[src/rtl/rf_arb_pkg.sv]
// Shared constants, FSM state type and one-hot decode for the register-file read arbiter.
package rf_arb_pkg;
  localparam int NREQ   = 4;
  localparam int IDX_W  = 3;
  localparam int DATA_W = 16;

  typedef enum logic {IDLE, GRANT} state_t;

  function automatic logic [1:0] onehot_to_id(input logic [NREQ-1:0] oh);
    logic [1:0] id;
    id = 2'd0;
    if (oh[1]) id = 2'd1;
    if (oh[2]) id = 2'd2;
    if (oh[3]) id = 2'd3;
    return id;
  endfunction
endpackage

[src/rtl/rr_pick4.sv]
// Combinational rotating-priority picker: first eligible requester at or after ptr wins.
module rr_pick4
  import rf_arb_pkg::*;
(
  input  logic [NREQ-1:0] eligible,
  input  logic [1:0]      ptr,
  output logic [NREQ-1:0] winner,
  output logic            valid
);
  logic [1:0] j;

  always_comb begin
    winner = '0;
    valid  = 1'b0;
    j      = 2'd0;
    for (int i = 0; i < NREQ; i++) begin
      j = ptr + 2'(i);
      if (!valid && eligible[j]) begin
        winner[j] = 1'b1;
        valid     = 1'b1;
      end
    end
  end
endmodule

[src/rtl/regfile_read_arbiter.sv]
// Round-robin arbiter sharing one 8-way register mux among four readers; grant, then registered data next cycle.
// Optional RFARB_LOCK_EN adds a LOCK input letting the current grantee hold the mux on consecutive cycles.
module regfile_read_arbiter #(
  parameter int DATA_W = rf_arb_pkg::DATA_W,
  parameter int IDX_W  = rf_arb_pkg::IDX_W
) (
  input  logic                CLK,
  input  logic                RST_N,
  input  logic [3:0]          REQ,
  input  logic [4*IDX_W-1:0]  IDX,
  input  logic [DATA_W-1:0]   MUX_O,
  output logic [IDX_W-1:0]    S,
  output logic [3:0]          GNT,
  output logic                RVALID,
  output logic [DATA_W-1:0]   RDATA,
  output logic [1:0]          RID
`ifdef RFARB_LOCK_EN
  ,
  input  logic [3:0]          LOCK
`endif
);
  import rf_arb_pkg::*;

  state_t            state, state_nxt;
  logic [NREQ-1:0]   active, eligible, win, gnt_nxt;
  logic              win_vld, lock_hit;
  logic [1:0]        ptr, ptr_nxt;
  logic [IDX_W-1:0]  s_nxt;

  // The requester holding the grant this cycle sits out the next pick.
  assign active   = (state == GRANT) ? GNT : '0;
  assign eligible = REQ & ~active;

`ifdef RFARB_LOCK_EN
  assign lock_hit = |(active & REQ & LOCK);
`else
  assign lock_hit = 1'b0;
`endif

  rr_pick4 u_pick (
    .eligible (eligible),
    .ptr      (ptr),
    .winner   (win),
    .valid    (win_vld)
  );

  always_comb begin
    state_nxt = IDLE;
    gnt_nxt   = '0;
    ptr_nxt   = ptr;
    s_nxt     = S;
    if (lock_hit) begin
      state_nxt = GRANT;
      gnt_nxt   = active;
    end else if (win_vld) begin
      state_nxt = GRANT;
      gnt_nxt   = win;
      ptr_nxt   = onehot_to_id(win) + 2'd1;
    end
    if (state_nxt == GRANT)
      s_nxt = IDX[onehot_to_id(gnt_nxt)*IDX_W +: IDX_W];
  end

  always_ff @(posedge CLK) begin
    if (!RST_N) begin
      state  <= IDLE;
      GNT    <= '0;
      ptr    <= 2'd0;
      S      <= '0;
      RVALID <= 1'b0;
      RDATA  <= '0;
      RID    <= 2'd0;
    end else begin
      state  <= state_nxt;
      GNT    <= gnt_nxt;
      ptr    <= ptr_nxt;
      S      <= s_nxt;
      RVALID <= (state == GRANT);
      // MUX_O reflects S during the grant cycle; capture it as that cycle ends.
      if (state == GRANT) begin
        RDATA <= MUX_O;
        RID   <= onehot_to_id(GNT);
      end
    end
  end
endmodule
[config.mk]
export PLATFORM = sky130hd
export DESIGN_NAME = regfile_read_arbiter
export DESIGN_NICKNAME = d
export VERILOG_FILES = /design/src/rtl/rf_arb_pkg.sv /design/src/rtl/rr_pick4.sv /design/src/rtl/regfile_read_arbiter.sv
export SDC_FILE = /design/constraint.sdc
export NUM_CORES = 1
export LEC_CHECK = 0
export BUFFER_PORTS_ARGS = -buffer_cell sky130_fd_sc_hd__buf_2
export CAP_MARGIN = 20
export CORE_MARGIN = 2
export CORE_UTILIZATION = 52
export DETAILED_ROUTE_END_ITERATION = 10
export GPL_TIMING_DRIVEN = 0
export PLACE_DENSITY = 0.84
export SLEW_MARGIN = 20
export SYNTH_ARGS = -nofsm -noshare
export SYNTH_HDL_FRONTEND = slang
export SYNTH_SLANG_ARGS = --single-unit
[constraint.sdc]
create_clock -name CLK -period 4.2 [get_ports CLK]
set_input_delay 0.21 -clock CLK [delete_from_list [all_inputs] [get_ports CLK]]
set_output_delay 0.21 -clock CLK [all_outputs]
set_load 0.1 [all_outputs]
; ---- Yosys cells after proc, flatten, opt, wreduce, memory -nomap -nowiden
; Cells that the tools add are included.
[word_totals]
reg_bits = 29
input_bits = 34
[op_classes]
n_bitwise = 5
mux = 38
shifts = 1
add_sub_neg = 4
mul = 1
order_cmp = 8
reduce_logical = 11
[op_table]
columns = operator, n
row1 = $mux W4, 6
row2 = $mux W1, 16
row3 = $mux W2, 8
row4 = $lt A2 B3 Y1 const B, 4
row5 = $or A4 B4 Y4, 3
row6 = $shiftx A12 B5 Y3, 1
row7 = $bmux W1 S2, 4
row8 = $demux W1 S2, 4
row9 = $ge A2 B1 Y1 const B, 4
row10 = $logic_and A1 B1 Y1, 7
row11 = $add A2 B1 Y2 const B, 2
row12 = $add A2 B2 Y2 const B, 2
row13 = $and A4 B4 Y4, 1
row14 = $mul A2 B2 Y4 const B, 1
row15 = $not A4 Y4, 1
row16 = $logic_not A1 Y1, 3
row17 = $reduce_and A2 Y1, 1

; ---- Longest topological paths before layout
[logic_depth]
ltp_word = 22
depth_mapped = 10

; ---- Cells and area by module
; Synthesis repeated with hierarchy kept, for this count alone.
[hier_totals]
hier_cells = 173
hier_area_um2 = 1651.6
[modules_own_cells]
columns = module, cells_per_inst, n_inst, area_per_inst_um2
row1 = regfile_read_arbiter, 111, 1, 1157.4
row2 = rr_pick4, 62, 1, 494.2

; ---- Least setup slack after synthesis
; Ideal clock, no wire load.
[synth_timing]
path_kind = reg-to-reg
from = reg GNT[2]
to = reg S[1]
period_less_slack_ns = 2.705
path_stages_with_launch = 8
t_required_ns = 4.059
t_arrival_ns = 2.564
slack_ns = 1.495
setup_time_ns = 0.141
cell_sequence = dfxtp_1 -> mux2_2 -> a211oi_2 -> or2_2 -> o32a_1 -> and3_1 -> o211ai_1 -> a41oi_1
[synth_between]
elab_chain_len = 22
elab_cells_between_ends = 36
classes_between = mul (1) / shift (1) / mux (23) / bitwise (5) / reduce/logical (6)
[synth_lines]
columns = element, line_no
row1 = from (decl), regfile_read_arbiter.sv:13  ; output logic [3:0] GNT,
row2 = from (signal assigned), regfile_read_arbiter.sv:75  ; GNT <= gnt_nxt;
row3 = $mux W4 (*), regfile_read_arbiter.sv:31  ; assign active = (state == GRANT) ? GNT : '0;
row4 = $not A4 Y4 (*), regfile_read_arbiter.sv:32  ; assign eligible = REQ & ~active;
row5 = $and A4 B4 Y4 (*), regfile_read_arbiter.sv:32
row6 = $bmux W1 S2, rr_pick4.sv:18  ; if (!valid && eligible[j]) begin
row7 = $mux W1 (not written as such), rr_pick4.sv:18
row8 = $mux W1, rr_pick4.sv:18
row9 = $logic_not A1 Y1, rr_pick4.sv:18
row10 = $logic_and A1 B1 Y1, rr_pick4.sv:18
row11 = [... 6 more ...], n/a
row12 = $mux W4 or $mux W1 (tied branches), rr_pick4.sv:18
row13 = $mux W4, regfile_read_arbiter.sv:55  ; end else if (win_vld) begin
row14 = $mux W1, rf_arb_pkg.sv:12  ; if (oh[1]) id = 2'd1;
row15 = $mux W2, rf_arb_pkg.sv:13  ; if (oh[2]) id = 2'd2;
row16 = $mux W2, rf_arb_pkg.sv:14  ; if (oh[3]) id = 2'd3;
row17 = $mux W2, regfile_read_arbiter.sv:60  ; if (state_nxt == GRANT)
row18 = $mul A2 B2 Y4, regfile_read_arbiter.sv:61  ; s_nxt = IDX[onehot_to_id(gnt_nxt)*IDX_W +: IDX_W];
row19 = $shiftx A12 B5 Y3, regfile_read_arbiter.sv:61
row20 = to (signal assigned), regfile_read_arbiter.sv:77  ; S <= s_nxt;
row21 = to (decl), regfile_read_arbiter.sv:12  ; output logic [IDX_W-1:0] S,
; Every way passes the cells marked *; elsewhere a longest branch is shown, timed or not. The select of a mux whose other input is x is not followed.
; A chain may end at the register's enable or synchronous reset.

; ---- Worst setup path in the final report
[layout_timing]
from = reg ptr[0]
to = reg ptr[0]
[layout_between]
elab_chain_len = 17
elab_cells_between_ends = 53
classes_between = add/sub (4) / order compare (8) / mux (28) / bitwise (3) / reduce/logical (10)
[layout_lines]
columns = element, line_no
row1 = from (decl), regfile_read_arbiter.sv:27  ; logic [1:0] ptr, ptr_nxt;
row2 = from (signal assigned), regfile_read_arbiter.sv:76  ; ptr <= ptr_nxt;
row3 = "parallel branches: the longest is 17 deep, another holds $lt A2 B3 Y1", n/a
; Several ways; the timed one is not identified. The select of a mux whose other input is x is not followed.

==> impl_summary.md <==
Final layout
The number of antenna diodes in the final layout is 0. The fraction of final layout cells sized beyond drive strength 1 is 34.19%. Relative to the synthesized area, the layout overhead comes to 24.11%. The share of the core filled with cells in the final layout is 66.50%. For this run, the number of standard cells in the final layout without fillers is 267. The final layout net count is 274.

Fill cells in the final layout number 263.

CTS
Clock-pin slew was measured on the worst setup and hold paths at 90 ps. The number of setup buffers added after CTS is 0. The number of buffers inserted during clock tree synthesis is 5. The number of gates resized after CTS was 0. The H-tree generated during clock tree synthesis spans 2 levels. The hold-fix buffer count after cts is 0.

The clock net sink count is 29. TritonCTS built the clock tree. The root buffer cell chosen for the clock tree is sky130_fd_sc_hd__clkbuf_4. The clock tree buffer depth is 2. The insertion delay to the later sink of the worst-skew pair is 320 ps.

Yosys
Of the total synthesized cell area, the portion taken by XOR and XNOR cells is 0%. The main combinational cell family by area after synthesis is compound AO/OA/AOI/OAI gates. Ranked by instance count, the synthesized netlist is headed by 29 x sky130_fd_sc_hd__dfxtp_1, 23 x sky130_fd_sc_hd__mux2i_1, 16 x sky130_fd_sc_hd__nor2b_1, 10 x sky130_fd_sc_hd__nor2_1, 9 x sky130_fd_sc_hd__inv_1. The synthesized-area fraction occupied by and/or/nand/nor cells is 15.47%. The adder-cell share of the synthesized area is 5.443%. The synthesized netlist net count is 208. After synthesis, the cell types taking the most area are sky130_fd_sc_hd__dfxtp_1 36%, sky130_fd_sc_hd__mux2i_1 14%, sky130_fd_sc_hd__nor2b_1 6.2%, sky130_fd_sc_hd__ha_1 5.4%, sky130_fd_sc_hd__mux2_4 3.7%. The dominant register cell in the synthesized netlist is sky130_fd_sc_hd__dfxtp_1. Synthesis instantiated 35 different standard cells from the library. After synthesis the cells add up to 0.001609 mm². The total of flip-flops plus latches after synthesis is 29. The biggest area contributor in the post-synthesis netlist is sky130_fd_sc_hd__dfxtp_1.

The library cell with the highest instance count after synthesis is sky130_fd_sc_hd__dfxtp_1. In this run, synthesis inferred 0 flip-flops with an integrated enable. The synthesized-area fraction occupied by ao, oa, aoi and oai cells is 19.60%. Synthesis produced 167 cells. The fraction of the yosys area taken by sequential cells is 36.08%. The multiplexer area fraction after synthesis is 19.44%. The total number of yosys warnings is 0. The share of flip-flops with an asynchronous set or reset after synthesis is 0%. The fraction of post-synthesis cell area in the top cell type by area is 36.08%.

The average cell area after synthesis is 9.635 µm².

Timing
The final count of pins violating max slew came to 0. The peak clock frequency supported by timing is 0.3712 GHz. At the pin with the least slew margin, the transition time is 662.5 ps. The count of final setup violators is 0. Between clock sinks in the finished design, the worst skew comes to 13.75 ps. In this run the tightest slew margin relative to its limit is 55.83%. The final period demand of the worst path is 2694 ps. The worst hold slack after final layout is 131.1 ps. Setup total negative slack on the finished layout was measured at 0 ps.

Setup repair after global routing left no endpoint under its margin. The count of final hold-check violations came to 0. The final cycle utilization of the critical path is 64.15%.

GRT
The via count of the first global-routing pass came to 1348. The overall overflow remaining after global route is 0. The first global-routing pass estimated 5526 µm of wire. The initial antenna violation count is 0. Across every metal layer, demand over resource in global routing totals 20.96%. The pin count of the biggest net entering global routing is 11.

Floorplanning
The core box area is 0.003003 mm². The floorplan has 20 rows. The die width is 59.63 µm. The starting density of the core is 53.58%. Measured along the y axis, the die boundary spans 59.63 µm. The count of boundary I/O pins is 60. The floorplan step defined a die boundary enclosing 0.003555 mm².

Setup path
STA classifies the critical path startpoint as a register. The worst setup path is of the reg -> reg kind. The highest net fanout along the worst path is 9. STA puts the critical path data arrival time at 2910 ps. STA puts the critical path data required time at 4420 ps. STA classifies the critical path endpoint as a register.

Route
The detail route stage leaves a number of antenna-violating nets equal to 0. The via count of the routed design is 1470. For this block, the initial DRC count from the detailed router was 29. The number of DRC violations after detailed routing is 0. The number of optimization iterations in the first detailed-route pass is 4. The average wire per cell in the routed design is 13.30 µm. The routed wire length is 3551 µm. The detail-routed via count per cell is 5.506.

Power
The reported leakage power is 0.9750 nW. In this run the power density over the cells is 757.0 mW/mm². The largest vdd supply drop is 0.0004212 V.

Job
Across the run, the number of max-cap violations was 0.

Place
Routability-driven placement finished with a final weighted congestion of 0.9078. The number of input and output port buffers inserted is 59. The detailed placement HPWL is 2786 µm.

The count of placed standard cells including taps is 259.

Worst hold path
In this run the worst hold path is classified as in -> reg.

Status
The flow ran to the end, and the final reports show no timing, DRC or antenna violations.
[where the power goes]
| group | leakage (nW) | switching (W) | internal, W | total [W] |
|---|---|---|---|---|
| Sequential | 0.240 | 0.0000463 | 0.000333 | 0.000379 |
| Clock | 0.0320 | 0.0000918 | 0.0000636 | 0.000155 |
| Combinational | 0.703 | 0.000685 | 0.000292 | 0.000977 |
| Total | 0.975 | 0.000823 | 0.000689 | 0.00151 |
[flip-flops by register name, indices dropped and copies added (netlist names)]
register,count
RVALID,1
RID,2
S,3
ptr,2
RDATA,16
GNT,4
state,1
[kinds of logic (layout without fill, tap and decap cells)]
logic type,Yosys count,in the layout
flip-flops,29,29
adder cells (fa/ha/maj),7,7
buffers and inverters,15,82
AND/OR/NAND/NOR,47,47
AO/OA/AOI/OAI,40,40
multiplexers,29,29
[placed cells by master (no fill, tap or decap), types with 2 or more instances in the layout]
cell type	synthesis	routed
sky130_fd_sc_hd__inv_1	9	9
sky130_fd_sc_hd__o21ai_0	8	8
sky130_fd_sc_hd__buf_1	2	2
sky130_fd_sc_hd__buf_2	0	59
sky130_fd_sc_hd__nand2_1	8	8
sky130_fd_sc_hd__mux2i_1	23	23
sky130_fd_sc_hd__or2_2	2	2
sky130_fd_sc_hd__and3_1	2	2
sky130_fd_sc_hd__a211oi_1	4	4
sky130_fd_sc_hd__ha_1	7	7
sky130_fd_sc_hd__a221oi_1	2	2
sky130_fd_sc_hd__nand3b_1	2	2
sky130_fd_sc_hd__o211ai_1	3	3
sky130_fd_sc_hd__clkinv_2	0	2
sky130_fd_sc_hd__nand3_1	4	4
sky130_fd_sc_hd__dfxtp_1	29	29
sky130_fd_sc_hd__o32ai_1	2	2
sky130_fd_sc_hd__a21o_1	4	4
sky130_fd_sc_hd__a41oi_1	2	2
sky130_fd_sc_hd__a21oi_1	4	4
sky130_fd_sc_hd__nor2_1	10	10
sky130_fd_sc_hd__a22oi_2	2	2
sky130_fd_sc_hd__mux2_2	2	2
sky130_fd_sc_hd__a211oi_2	2	2
sky130_fd_sc_hd__mux2_4	4	4
sky130_fd_sc_hd__nor2b_1	16	16
sky130_fd_sc_hd__clkbuf_1	3	4
sky130_fd_sc_hd__a21boi_1	2	2
sky130_fd_sc_hd__clkbuf_4	0	5
[area by class of cell]
class,count,area [µm²],area share [%]
Inverter,9,33.78,1.692
Multi-Input combinational cell,123,964.7,48.31
Buffer,6,30.03,1.504
Timing Repair Buffer,59,295.3,14.79
Clock buffer,6,41.29,2.068
Sequential cell,29,580.6,29.07
Tap cell,33,41.29,2.068
Clock inverter,2,10.01,0.5013
[worst max-delay path: stages, from the launching register on]
cell and delay, ps:
sky130_fd_sc_hd__dfxtp_1 440, sky130_fd_sc_hd__buf_6 190, sky130_fd_sc_hd__inv_1 110, sky130_fd_sc_hd__ha_1 350, sky130_fd_sc_hd__inv_1 80, sky130_fd_sc_hd__a211oi_2 270, sky130_fd_sc_hd__or2_2 220, sky130_fd_sc_hd__o32ai_1 120
sky130_fd_sc_hd__nor2_1 410, sky130_fd_sc_hd__nand2_1 140, sky130_fd_sc_hd__a221oi_1 260
[layer usage]
metal / vias up / share of wire, % / track usage (%)
li1: 737 / - / -
met1: 667 / 41 / 23.08
met2: 60 / 49 / 36.73
met3: 6 / 7.7 / 6.769
met4: 0 / 1.4 / 8.889
met5: - / 0 / 0
[path summary, 6_finish.rpt]
path / startpoint / end / slack [ps] / cells past startpoint
max: ptr[0] / ptr[0] / 1510 / 10
min: IDX[9] / S[0] / 130 / 3
max reg2reg: ptr[0] / ptr[0] / 1510 / 10
min reg2reg: RDATA[4] / RDATA[4] / 510 / 2
[per-stage QoR]
stage / cell area, µm² / power, W / worst slack, ps
6_report: 1997 / 0.001512 / 1506
5_1_grt: 1997 / 0.001596 / 1372
4_1_cts: 1997 / 0.001512 / 1530
3_5_place_dp: 1946 / 0.001354 / 1558
3_3_place_gp: 1946 / 0.001342 / 1564
2_1_floorplan: 1609 / 0.001190 / 1495
Note: power is estimated with default switching activity, not from simulation.
